--- config.mk ---
export PLATFORM = sky130hd
export DESIGN_NAME = pipeline_control_unit
export DESIGN_NICKNAME = d
export VERILOG_FILES = /design/src/rtl/pipeline_control_unit.sv
export SDC_FILE = /design/constraint.sdc
export NUM_CORES = 1
export LEC_CHECK = 0
export BUFFER_PORTS_ARGS = -buffer_cell sky130_fd_sc_hd__buf_2
export CAP_MARGIN = 20
export CORE_MARGIN = 3
export CORE_UTILIZATION = 55
export CTS_CLUSTER_DIAMETER = 200
export DETAILED_ROUTE_END_ITERATION = 16
export GPL_TIMING_DRIVEN = 0
export PLACE_DENSITY_LB_ADDON = 0.1
export SLEW_MARGIN = 20
export SYNTH_ARGS = -nofsm -noshare
export SYNTH_HDL_FRONTEND = slang
export SYNTH_SLANG_ARGS = --single-unit
--- constraint.sdc ---
create_clock -name clock -period 2.2 [get_ports clock]
set_input_delay 0.11 -clock clock [delete_from_list [all_inputs] [get_ports clock]]
set_output_delay 0.11 -clock clock [all_outputs]
set_load 0.01 [all_outputs]
--- src/rtl/pipeline_control_unit.sv ---
// -----------------------------------------------------------------------------
// pipeline_control_unit
//
// Control path of the 5-stage processor. Decodes the instruction held in the
// IF/ID register, carries its control bundle and destination tag through the
// ID/EX, EX/MEM and MEM/WB registers, and raises stall/flush for hazards.
// The datapath stage registers hold the data values; this block only holds
// control bits and register tags.
//
// Optional feature macro: FWD_EN
//   defined   : adds fwd_a / fwd_b operand-forwarding selects; only the
//               load-use hazard stalls.
//   undefined : no forwarding; any ID source matching a writing destination
//               in EX or MEM stalls until the producer reaches WB.
//
// Ports
//   clock, reset_n       rising-edge clock, asynchronous active-low reset
//   id_valid             IF/ID holds a real instruction
//   opcode, raw_aluop    ID opcode and R-type ALU op field
//   rd, rs, rt           ID register fields
//   branch_taken         EX branch/jump redirects the PC (drives flush)
//   ex_ovf               EX ALU overflow this cycle
//   stall, flush         hold PC + IF/ID / squash IF/ID
//   ex_aluop, ex_alu_in_b, ex_br {bex,blt,jr,bne}, ex_jmp {jal,j}
//                        EX-stage controls
//   mem_wren             MEM store enable
//   wb_we, wb_rwd, wb_exc, wb_dst
//                        WB write enable, memory-data select, exception
//                        write flag, destination register
//   fwd_a, fwd_b         (FWD_EN only) 00 regfile, 01 EX/MEM, 10 MEM/WB
// -----------------------------------------------------------------------------
module pipeline_control_unit #(
    parameter int OPW     = 5,
    parameter int REGW    = 5,
    parameter int RSTATUS = 30,
    parameter int LINK    = 31
) (
    input  logic            clock,
    input  logic            reset_n,
    input  logic            id_valid,
    input  logic [OPW-1:0]  opcode,
    input  logic [OPW-1:0]  raw_aluop,
    input  logic [REGW-1:0] rd,
    input  logic [REGW-1:0] rs,
    input  logic [REGW-1:0] rt,
    input  logic            branch_taken,
    input  logic            ex_ovf,
    output logic            stall,
    output logic            flush,
    output logic [OPW-1:0]  ex_aluop,
    output logic            ex_alu_in_b,
    output logic [3:0]      ex_br,
    output logic [1:0]      ex_jmp,
    output logic            mem_wren,
    output logic            wb_we,
    output logic            wb_rwd,
    output logic            wb_exc,
    output logic [REGW-1:0] wb_dst
`ifdef FWD_EN
    ,
    output logic [1:0]      fwd_a,
    output logic [1:0]      fwd_b
`endif
);

    localparam logic [OPW-1:0] OP_RTYPE = OPW'(5'b00000);
    localparam logic [OPW-1:0] OP_J     = OPW'(5'b00001);
    localparam logic [OPW-1:0] OP_BNE   = OPW'(5'b00010);
    localparam logic [OPW-1:0] OP_JAL   = OPW'(5'b00011);
    localparam logic [OPW-1:0] OP_JR    = OPW'(5'b00100);
    localparam logic [OPW-1:0] OP_ADDI  = OPW'(5'b00101);
    localparam logic [OPW-1:0] OP_BLT   = OPW'(5'b00110);
    localparam logic [OPW-1:0] OP_SW    = OPW'(5'b00111);
    localparam logic [OPW-1:0] OP_LW    = OPW'(5'b01000);
    localparam logic [OPW-1:0] OP_SETX  = OPW'(5'b10101);
    localparam logic [OPW-1:0] OP_BEX   = OPW'(5'b10110);

    localparam logic [OPW-1:0] ALU_SUB  = OPW'(1);
    localparam logic [OPW-1:0] ALU_MAX  = OPW'(5);   // add..sra are 0..5

    localparam logic [REGW-1:0] REG_STATUS = REGW'(RSTATUS);
    localparam logic [REGW-1:0] REG_LINK   = REGW'(LINK);

    typedef struct packed {
        logic            valid;
        logic [OPW-1:0]  aluop;
        logic            alu_in_b;
        logic [3:0]      br;
        logic [1:0]      jmp;
        logic            exp;      // overflow-checked operation
        logic            we;
        logic            rwd;      // load: WB takes memory data
        logic            wren;
        logic [REGW-1:0] dst;
    } ex_ctrl_t;

    typedef struct packed {
        logic            valid;
        logic            we;
        logic            rwd;
        logic            exc;
        logic            wren;
        logic [REGW-1:0] dst;
    } mem_ctrl_t;

    typedef struct packed {
        logic            valid;
        logic            we;
        logic            rwd;
        logic            exc;
        logic [REGW-1:0] dst;
    } wb_ctrl_t;

    ex_ctrl_t  id_ctrl;
    ex_ctrl_t  ex_d,  ex_q;
    mem_ctrl_t mem_d, mem_q;
    wb_ctrl_t  wb_d,  wb_q;

    // Source registers read by the ID instruction; 0 means "no source",
    // which is harmless because register 0 never creates a hazard.
    logic [1:0][REGW-1:0] id_src;

    // ---------------------------------------------------------------- decode
    always_comb begin
        id_ctrl       = '0;
        id_src        = '0;
        id_ctrl.valid = id_valid;
        if (id_valid) begin
            case (opcode)
                OP_RTYPE: begin
                    // Undefined ALU ops fall through as a NOP.
                    if (raw_aluop <= ALU_MAX) begin
                        id_ctrl.aluop = raw_aluop;
                        id_ctrl.we    = 1'b1;
                        id_ctrl.dst   = rd;
                        id_ctrl.exp   = (raw_aluop <= ALU_SUB);
                        id_src[0]     = rs;
                        id_src[1]     = rt;
                    end
                end
                OP_ADDI: begin
                    id_ctrl.alu_in_b = 1'b1;
                    id_ctrl.we       = 1'b1;
                    id_ctrl.dst      = rd;
                    id_ctrl.exp      = 1'b1;
                    id_src[0]        = rs;
                end
                OP_LW: begin
                    id_ctrl.alu_in_b = 1'b1;
                    id_ctrl.we       = 1'b1;
                    id_ctrl.rwd      = 1'b1;
                    id_ctrl.dst      = rd;
                    id_src[0]        = rs;
                end
                OP_SW: begin
                    id_ctrl.alu_in_b = 1'b1;
                    id_ctrl.wren     = 1'b1;
                    id_src[0]        = rs;
                    id_src[1]        = rd;   // store data
                end
                OP_BNE: begin
                    id_ctrl.br[0] = 1'b1;
                    id_src[0]     = rd;
                    id_src[1]     = rs;
                end
                OP_JR: begin
                    id_ctrl.br[1] = 1'b1;
                    id_src[0]     = rd;
                end
                OP_BLT: begin
                    id_ctrl.br[2] = 1'b1;
                    id_src[0]     = rd;
                    id_src[1]     = rs;
                end
                OP_BEX: begin
                    id_ctrl.br[3] = 1'b1;
                    id_src[0]     = REG_STATUS;
                end
                OP_J: begin
                    id_ctrl.jmp[0] = 1'b1;
                end
                OP_JAL: begin
                    id_ctrl.jmp[1] = 1'b1;
                    id_ctrl.we     = 1'b1;
                    id_ctrl.dst    = REG_LINK;
                end
                OP_SETX: begin
                    id_ctrl.we  = 1'b1;
                    id_ctrl.dst = REG_STATUS;
                end
                default: ;
            endcase
            // Writes to register 0 are discarded.
            if (id_ctrl.dst == '0) begin
                id_ctrl.we = 1'b0;
            end
        end
    end

    // --------------------------------------------------------------- hazards
    logic [1:0] hit_ex;
    logic [1:0] hit_mem;
    logic       stall_req;

    generate
        for (genvar gi = 0; gi < 2; gi++) begin : g_src_hit
            assign hit_ex[gi]  = ex_q.valid && ex_q.we && (ex_q.dst != '0) &&
                                 (ex_q.dst == id_src[gi]);
            assign hit_mem[gi] = mem_q.valid && mem_q.we && (mem_q.dst != '0) &&
                                 (mem_q.dst == id_src[gi]);
        end
    endgenerate

`ifdef FWD_EN
    // With forwarding only a load in EX cannot supply its result in time.
    logic load_use;
    assign load_use  = ex_q.rwd && (|hit_ex);
    assign stall_req = id_valid && load_use;
`else
    // Without forwarding wait until the producer reaches WB; the register
    // file writes before it reads, so a WB match is already safe.
    assign stall_req = id_valid && ((|hit_ex) || (|hit_mem));
`endif

    // A taken branch squashes the ID instruction, so there is nothing left
    // to hold: flush wins over stall.
    assign flush = branch_taken && reset_n;
    assign stall = stall_req && !flush;

    // ------------------------------------------------------ stage next-state
    always_comb begin
        ex_d = id_ctrl;
        if (stall_req || flush) begin
            ex_d = '0;
        end
    end

    always_comb begin
        mem_d.valid = ex_q.valid;
        mem_d.we    = ex_q.we;
        mem_d.rwd   = ex_q.rwd;
        mem_d.exc   = 1'b0;
        mem_d.wren  = ex_q.wren;
        mem_d.dst   = ex_q.dst;
        // Overflow redirects the write to the status register.
        if (ex_ovf && ex_q.exp && ex_q.valid) begin
            mem_d.dst = REG_STATUS;
            mem_d.we  = 1'b1;
            mem_d.exc = 1'b1;
        end
    end

    always_comb begin
        wb_d.valid = mem_q.valid;
        wb_d.we    = mem_q.we;
        wb_d.rwd   = mem_q.rwd;
        wb_d.exc   = mem_q.exc;
        wb_d.dst   = mem_q.dst;
    end

    always_ff @(posedge clock or negedge reset_n) begin
        if (!reset_n) begin
            ex_q  <= '0;
            mem_q <= '0;
            wb_q  <= '0;
        end else begin
            ex_q  <= ex_d;
            mem_q <= mem_d;
            wb_q  <= wb_d;
        end
    end

    // --------------------------------------------------------------- outputs
    assign ex_aluop    = ex_q.aluop;
    assign ex_alu_in_b = ex_q.alu_in_b;
    assign ex_br       = ex_q.br;
    assign ex_jmp      = ex_q.jmp;
    assign mem_wren    = mem_q.valid && mem_q.wren;
    assign wb_we       = wb_q.valid && wb_q.we;
    assign wb_rwd      = wb_q.rwd;
    assign wb_exc      = wb_q.exc;
    assign wb_dst      = wb_q.dst;

`ifdef FWD_EN
    // ----------------------------------------------------------- forwarding
    logic [1:0][REGW-1:0] ex_src_d, ex_src_q;
    logic [1:0][1:0]      fwd_sel;

    always_comb begin
        ex_src_d = id_src;
        if (stall_req || flush) begin
            ex_src_d = '0;
        end
    end

    always_ff @(posedge clock or negedge reset_n) begin
        if (!reset_n) begin
            ex_src_q <= '0;
        end else begin
            ex_src_q <= ex_src_d;
        end
    end

    generate
        for (genvar gi = 0; gi < 2; gi++) begin : g_fwd
            logic from_mem;
            logic from_wb;
            assign from_mem = mem_q.valid && mem_q.we && (mem_q.dst != '0) &&
                              (mem_q.dst == ex_src_q[gi]);
            assign from_wb  = wb_q.valid && wb_q.we && (wb_q.dst != '0) &&
                              (wb_q.dst == ex_src_q[gi]);
            // The younger result in EX/MEM takes priority.
            assign fwd_sel[gi] = from_mem ? 2'b01 : (from_wb ? 2'b10 : 2'b00);
        end
    endgenerate

    assign fwd_a = fwd_sel[0];
    assign fwd_b = fwd_sel[1];
`endif

endmodule

==> results.md, run 1 <==
- Area grow syn2layout: 33.1%
- Initial Utilization: roughly three fifths
- Comb pwr share: about a fifth
- Placed cell count: roughly 350
- Final setup vio count: 8
- Initial DRT Pass Iterations: 4
- Placement-stage cell area: about 2800 um^2
- 1st-iter DRT viols: 150
- Worst Path Arrival: between 2000 and 2500 ps
- Ys async rst share: 100%
- CTS buffer count: 5
- Final Worst Setup Slack: -107 ps
- Util after Layout: between 70 and 80%
- CTS tree: built
- Setup tns final: -201 ps
- Post-Syn Area: about 2500 um^2
- Startpoint types: input port
- P_sw: around 440 uW
- Worst-path maximum fanout: 5
- Top cell type's share of synthesized area: between 40% and 50%
- Maximum VDD drop: between 0.3 and 0.4 mV
- CTS sink cnt: 41
- Final Hold Fails: 0
- Drt drc: 0
- Via count: approximately 2.3k
- Req. time, crit path: 2090 ps
- Main synth FF type: dfrtp_1
- Die area: around 5400 um^2
- Wire per inst: 16.8 um
- P per Cell Area: ~480 nW/um^2
- Global-route usage over all layers: a little under a quarter
- Final total power: approximately 1.6 mW
- Post-synthesis register bit count: 41
- # IOs: 53
- Ant diodes: 0
- Setup WS pre-CTS: -592 ps
- Final ANT Viol Nets: 0
- Clock power frac: between 30% and 40%
- Fin. max-slew vios: 0
- Setup Crit Path Kind: in -> out
- Layout cells sized above 1: between 40% and 50%
- Port buffer count: 51
- Largest net degree at the start of global routing: 42
- Minimum clock period: 2310 ps
- Max Cap Viol: 0
- RSZ-0062 raised after global routing: true
- Failing checks: negative setup slack
- Die Wd: 73.3 um
- CORE AREA: 4170 um^2
- Leading area contributor after synthesis: dfrtp_1
- Clock Latency Late Sink: between 200 and 300 ps
- Detailed placement HPWL: about 4.2 mm
- Rel. slew slack: 58.0%
- Clk pin slew, worst setup/hold paths: 80 ps
- Initial antenna violation count: 0
- First-pass GRT wire length: approximately 10 mm
- DR vias/cell: 6.01
- Flop pwr share: between 40 and 50%
- Non-filler cells, final: 376
- Number of synthesized flops with an enable pin: 0
- Sw Ratio: between 20 and 30%
- Max Buffers Root-to-Sink: 2
- Seq/Total Area, Yosys: between 40% and 50%
- H-tree Lvls: 2
- Final wirelength: roughly 6.3 mm
- Measured slew at the worst slew-check pin: between 600 and 700 ps
- Nets: between 300 and 400
- Overflow left after global routing: 0
- Highest clock rate: around 430 MHz
- CTS root buffer: clkbuf_8
- Syn Inst Count: 250
- Min-Delay Path Class: in -> reg
- YS warnings: 0
- Number of global-route vias before repair: ~2.1k
- Placer congestion estimate: around 0.96
- Int Pwr: 1.13 mW
- Top cells by area in the synthesized netlist: dfrtp_1, buf_4, xnor2_1
- Tcrit/Tclk final: 105%
- Status: finished with violations
- Hold slack: about 33 ps
- Chip Height: between 70 and 80 um
- Worst Setup End Kind: output pin
- Syn Area/Cell: between 9 and 10 um^2
- Clk_skew: between 6 and 7 ps
- Lkg Pwr: approximately 1.6 nW
- Design area: ~3300 um^2
- Cell variety after synth: 63
- Row cnt: 23
-- registers in the layout, indices dropped and copies added (netlist names) --
signal       count
ex_jmp           2
ex_q            10
ex_aluop         5
mem_q           10
wb_dst           5
ex_br            4
wb_q             2
wb_exc           1
wb_rwd           1
ex_alu_in_b      1
-- power groups by stage --
stage               combinational (mW)  sequential (mW)  clock [mW]
floorplan                        0.145            0.792           0
global placement                 0.229            0.795           0
detailed placement               0.231            0.795           0
CTS                              0.270            0.781       0.499
global route                     0.329            0.783       0.528
finish                           0.306            0.781       0.487
-- placed cells by master (no fill, tap or decap), types with 5 or more instances in the layout --
master	synthesis	final
buf_2	5	52
dfrtp_1	41	39
buf_4	19	26
nand2b_1	15	15
nand2_1	13	13
xnor2_1	12	12
nor2_1	9	9
buf_6	2	9
nor2_2	9	9
a21oi_1	13	8
nand3_1	8	7
and2_1	5	5
a21oi_2	1	5
clkbuf_8	0	5
-- cell families (layout without fill, tap and decap cells) --
family                    after synthesis  in the layout  synth area share [%]
and+or+nand+nor                       109            110                  28.5
AOI/OAI and AO/OA                      53             53                  16.0
other                                   1              2                 0.151
DFF                                    41             41                  41.2
buffers and inverters                  32            106                  9.20
xor gates and xnor gates               14             14                  4.93
-- worst max-delay path, stage by stage --
cell and delay [ps]:
buf_8 100, buf_6 120, and3b_4 190, o211a_1 210, or3_4 440, nor4b_4 230
o21ai_1 100, a221o_1 340, a31oi_1 180, buf_2 160
-- cells in the mapped netlist, types with 7 or more instances --
library cell,count
buf_4,19
a21oi_1,13
nor2_1,9
nand3_1,8
nor4_1,7
nand2_1,13
nor2_2,9
dfrtp_1,41
nand2b_1,15
xnor2_1,12
-- routing by layer --
layer,global-route usage [%],vias up,routed length (um)
met5,0,-,0
met2,38.7,107,3110
li1,-,1044,-
met4,9.84,0,144
met1,30.9,1092,2650
met3,4.51,15,392
-- timing repair --
item / in CTS / in global routing
endpoints found under the hold margin: 41 / 0
buffers inserted: 8 / 3
gates cloned: 0 / 3
gates resized for setup: 30 / 22
hold buffers: 2 / 0
endpoints found under the setup margin: 19 / 19
pin swaps: 16 / 16
-- cell type report --
cell class              count  area, um^2
multi-input cells         179        1450
flip-flops and latches     41        1030
fillers                   282         861
repair buffers             66         437
plain buffers              28         234
clock buffers               5        68.8
well taps                  50        62.6
clock inverters             3        21.3
inverters                   4        15.0
-- final timing paths --
path,start,endpoint,slack [ps],cells after the start
max in group asynchronous,reset_n,mem_q[4],1630,3
worst min register to register,mem_q[6],wb_exc,350,0
worst min-delay path,raw_aluop[0],ex_aluop[0],30,3
worst max-delay path,opcode[0],stall,-110,10
worst max register to register,mem_q[2],ex_q[8],-20,7
min in group asynchronous,reset_n,ex_aluop[4],370,3
No activity file was read; power rests on OpenSTA's default activity.
==> run 2: changes to the inputs <==
Settings changed: CORE_UTILIZATION 55 to 50.
Clock period 2.2 ns to 2.17 ns, I/O delays scaled along.
==> results.md, run 2 (same netlist as run 1, synthesis figures left out) <==
- Status: finished with violations
- Failing checks: negative setup slack
- Measured slew at the worst slew-check pin: about 560 ps
- Most frequent CP cell: buf_6
- Met2 WL: 3.32 mm
- Lkg Pwr: 1.60 nW
- Overflow left after global routing: 0
- Via count: roughly 2.2k
- Design area: about 3400 um^2
- R2R Setup Slk: -10 ps
- Layout cells sized above 1: a little under 50%
- Initial Utilization: 52.3%
- CTS sink cnt: between 40 and 50
- Setup tns final: -2360 ps
- Placement-stage cell area: 2840 um^2
- Final ANT Viol Nets: 0
- Worst Path Arrival: approximately 2600 ps
- Row cnt: 25
- Die area: around 5900 um^2
- Reg-to-reg endpoint: ex_aluop[2]
- Clock Latency Late Sink: ~290 ps
- Cell count along the critical path: 13
- Max Cap Viol: 0
- Fin. max-slew vios: 0
- Largest registers: ex_q x10, mem_q x10
- Initial DRT Pass Iterations: 4
- Wire per inst: 16.6 um
- Slowest-stage cell, CP: or4b_4
- Port buffer count: 51
- CTS root buffer: clkbuf_8
- Worst-path maximum fanout: 8
- FF-to-FF Start: mem_q[2]
- CORE AREA: ~4800 um^2
- Number of global-route vias before repair: between 2k and 2.5k
- Ant diodes: 0
- Setup Crit Path Kind: in -> reg
- Area grow syn2layout: 36.5%
- Min-Delay Path Class: in -> reg
- Max Buffers Root-to-Sink: 2
- Final wirelength: ~6.6 mm
- Worst Setup SP: opcode[1]
- 1st-iter DRT viols: around 130
- RSZ-0062 raised after global routing: true
- Top sig layer: met4
- Maximum VDD drop: roughly 0.28 mV
- Met3 WL post-DR: 381 um
- P per Cell Area: just over 500 nW/um^2
- Largest net degree at the start of global routing: 42
- Die Wd: ~77 um
- Hold slack: about 40 ps
- Clk pin slew, worst setup/hold paths: ~80 ps
- # fillers: ~380
- Clk_skew: 10.9 ps
- Buffers & Inverters on Critical Path: 5
- Commonest non-fill, non-tap cell in the layout: buf_2
- Met1 WL: 2.74 mm
- CP endpoint: ex_aluop[2]
- CTS tree: built
- DR vias/cell: ~5.6
- Chip Height: between 70 and 80 um
- CP delay by family, top: simple AND/OR/NAND/NOR gates
- Placer congestion estimate: between 0.9 and 1
- Initial antenna violation count: 0
- H-tree Lvls: 2
- First-pass GRT wire length: ~10 mm
- # IOs: between 50 and 60
- Tcrit/Tclk final: 108%
- CP Cell Sequence: buf_4 > buf_6 > or4b_4 > a21oi_4 > buf_6 > o21a_4 > nor3_2 > o211ai_1 > a221o_1 > buf_6 > nand4b_4 > clkbuf_16 > nor2_2
- Rel. slew slack: 62.3%
- Most frequent cells in the layout: buf_2, dfrtp_1, buf_4
- Setup WS pre-CTS: -731 ps
- Req. time, crit path: 2390 ps
- Drt drc: 0
- Final Hold Fails: 0
- Minimum clock period: about 2300 ps
- Startpoint types: input port
- Highest clock rate: around 430 MHz
- R2R depth: 8
- Max incr delay on CP: between 500 and 600 ps
- Worst Setup End Kind: register
- CTS buffer count: 5
- Final setup vio count: 19
- Final Worst Setup Slack: -163 ps
- Nets: ~360
- Global-route usage over all layers: 22.1%
- Detailed placement HPWL: ~4.4 mm
run 2: changes by cell type in the layout (fill, tap and decap cells not counted), sizes merged:
cell | before | now
clkbuf | 6 | 8
bufinv | 0 | 1
buf | 92 | 93
clkinvlp | 1 | 0
inv | 5 | 4
run 2: area by class of cell:
class,instances,area [um^2],share of cell area (%)
Buffer,28,238,7.00
Clock buffer,6,72.6,2.14
Clock inverter,2,38.8,1.14
Inverter,4,15.0,0.442
Multi-Input combinational cell,179,1480,43.4
Sequential cell,41,1030,30.3
Tap cell,67,83.8,2.47
Timing Repair Buffer,68,444,13.1
run 2: timing repair:
action	in CTS	in global routing
endpoints found under the hold margin	41	0
resized for setup	26	35
hold buffers	2	0
cloned	0	2
endpoints found under the setup margin	19	19
pin swaps	14	21
buffers inserted	7	7
run 2: how the worst min path moves through the flow:
stage / start / to / slack, ps / cells after the start
after global routing: raw_aluop[0] / ex_aluop[0] / 40 / 3
after floorplan: reset_n / ex_alu_in_b / -190 / 0
after global placement: reset_n / ex_aluop[4] / 290 / 1
after CTS: raw_aluop[0] / ex_aluop[0] / 40 / 3
after detailed placement: reset_n / ex_aluop[4] / 290 / 1
final: raw_aluop[0] / ex_aluop[0] / 40 / 3
run 2: where the power goes:
part | total (mW) | internal, mW | switching [mW]
sequential | 0.791 | 0.779 | 0.0121
combinational | 0.316 | 0.145 | 0.171
clock | 0.605 | 0.345 | 0.260
run 2: worst min-delay path, delay by kind of cell:
family	cells	cell delay (ps)
AND/OR/NAND/NOR	2	90
buffers and inverters	1	90
run 2: per-stage QoR:
step	total power, mW	utilization (%)	std cells
2_1_floorplan	0.950	-	251
5_1_grt	1.79	71.4	395
3_3_place_gp	1.04	59.7	369
6_report	1.71	71.4	395
3_5_place_dp	1.04	59.7	369
4_1_cts	1.69	66.2	386
run 2: layer usage:
layer / track usage [%] / vias to the layer above
met5: 0 / -
met4: 6.88 / 0
met3: 3.66 / 14
met2: 38.6 / 90
met1: 27.9 / 1049
li1: - / 1048
==> run 3: changes to the inputs <==
--- a/config.mk
+++ b/config.mk
@@ -14,3 +14,3 @@
 export GPL_TIMING_DRIVEN = 0
-export PLACE_DENSITY_LB_ADDON = 0.1
+export PLACE_DENSITY = 0.75
 export SLEW_MARGIN = 20
==> constraint.sdc (replaced) <==
create_clock -name clock -period 2.17 [get_ports clock]
set_input_delay 0.217 -clock clock [delete_from_list [all_inputs] [get_ports clock]]
set_output_delay 0.217 -clock clock [all_outputs]
set_load 0.01 [all_outputs]
==> results.md, run 3 (same netlist as run 1, synthesis figures left out) <==
- Non-filler cells, final: 397
- # IOs: 53
- Design area: roughly 3500 um^2
- R2R Setup Slk: -220 ps
- Setup tns final: -7240 ps
- Max Buffers Root-to-Sink: 2
- FF-to-FF Start: mem_q[1]
- Status: finished with violations
- Comb pwr share: 20.1%
- Post-cts hold buffer count: 0
- Int Pwr: between 1 and 1.5 mW
- Detailed placement HPWL: about 4.5 mm
- CTS sink cnt: 41
- Final Worst Setup Slack: -499 ps
- Wire per inst: roughly 17 um
- Clock power frac: a little under a third
- Largest net degree at the start of global routing: 43
- DR vias/cell: roughly 5.7
- CORE AREA: 4750 um^2
- Initial antenna violation count: 0
- First-pass GRT wire length: ~10 mm
- Tcrit/Tclk final: 123%
- Die Wd: between 70 and 80 um
- Failing checks: negative setup slack
- Setup Crit Path Kind: in -> out
- Overflow left after global routing: 0
- Clk_skew: 6.32 ps
- Row cnt: 25
- Final total power: between 1.5 and 2 mW
- Drt drc: 0
- Req. time, crit path: approximately 2000 ps
- Placer congestion estimate: 0.945
- Final setup vio count: 19
- Via count: between 2k and 2.5k
- CTS root buffer: clkbuf_8
- Worst-path maximum fanout: 6
- Final ANT Viol Nets: 0
- Placed cell count: 369
- Die area: between 5000 and 6000 um^2
- RSZ-0062 raised after global routing: true
- Worst Path Arrival: 2450 ps
- Min-Delay Path Class: in -> async
- Final wirelength: ~6.9 mm
- H-tree Lvls: 2
- Global-route usage over all layers: between 20% and 30%
- Commonest non-fill, non-tap cell in the layout: buf_2
- Largest registers: ex_q x10, mem_q x10
- Nets: about 360
- 1st-iter DRT viols: between 100 and 150
- Highest clock rate: between 300 and 400 MHz
- Layout cells sized above 1: 50.6%
- Number of global-route vias before repair: ~2.2k
- Minimum clock period: roughly 2700 ps
- Max Cap Viol: 0
- Worst Setup End Kind: output pin
- CTS buffer count: 5
- Final Hold Fails: 0
- Clk pin slew, worst setup/hold paths: roughly 80 ps
- Measured slew at the worst slew-check pin: 917 ps
- Area grow syn2layout: 39.0%
- Ant diodes: 0
- Maximum VDD drop: 0.335 mV
- Lkg Pwr: about 1.6 nW
- Clock Latency Late Sink: around 290 ps
- Flop pwr share: 49.3%
- Rel. slew slack: 38.9%
- Initial Utilization: a little over half
- Startpoint types: input port
- Chip Height: ~77 um
- P per Cell Area: between 400 and 500 nW/um^2
- CTS tree: built
- P_sw: 459 uW
- Port buffer count: 51
- Placement-stage cell area: between 2000 and 3000 um^2
- Reg-to-reg endpoint: ex_q[4]
- R2R depth: 9
- Fin. max-slew vios: 0
- Initial DRT Pass Iterations: 4
- Most frequent cells in the layout: buf_2, dfrtp_1, buf_4
- Sw Ratio: 28.6%
[run 3: worst max-delay path by stage]
| stage | from | endpoint | slack [ps] | depth (start not counted) |
|---|---|---|---|---|
| floorplan | opcode[0] | ex_q[3] | -40 | 10 |
| global placement | opcode[4] | stall | -620 | 10 |
| detailed placement | opcode[4] | stall | -580 | 10 |
| CTS | opcode[0] | stall | -370 | 10 |
| global route | opcode[0] | ex_q[4] | -530 | 14 |
| finish | opcode[0] | stall | -500 | 11 |
[run 3: final cells by class]
cell class,count,area [um^2]
flip-flops and latches,41,1030
clock buffers,6,72.6
inverters,4,15.0
fillers,347,1300
well taps,67,83.8
repair buffers,70,448
plain buffers,28,241
multi-input cells,179,1560
clock inverters,2,15.0
[run 3: power by group through the flow]
stage / combinational [mW] / clock, mW / sequential, mW
2_1_floorplan: 0.152 / 0 / 0.803
3_3_place_gp: 0.241 / 0 / 0.806
3_5_place_dp: 0.244 / 0 / 0.807
4_1_cts: 0.274 / 0.501 / 0.791
5_1_grt: 0.347 / 0.539 / 0.794
6_report: 0.323 / 0.492 / 0.792
[run 3: what timing repair did]
item,in CTS,in global routing
cloned,0,2
endpoints found under the setup margin,19,19
pin swaps,14,28
setup buffers,11,7
gates resized for setup,22,38
[run 3: per-layer routing]
metal | up-vias | routed length [um] | global-route usage [%]
met2 | 103 | 3480 | 36.6
met5 | - | 0 | 0
met1 | 1083 | 2750 | 27.5
met3 | 24 | 409 | 3.31
met4 | 0 | 217 | 8.88
li1 | 1055 | - | -
[run 3: per-stage QoR]
step | hold slack (ps) | setup slack, ps | utilization [%]
6_report | 54.5 | -499 | 72.7
3_3_place_gp | 332 | -619 | 60.6
5_1_grt | 128 | -531 | 72.7
2_1_floorplan | -78.6 | -45.0 | -
3_5_place_dp | 336 | -577 | 60.6
4_1_cts | 91.2 | -375 | 66.6
[run 3: worst max-delay path: stages]
cell and delay (ps):
buf_8 100, buf_8 120, buf_12 120, or4b_4 550, a21oi_4 200, o21ai_2 100, a21boi_2 190, a311oi_2 150
a211o_2 370, a31oi_4 180, buf_2 150
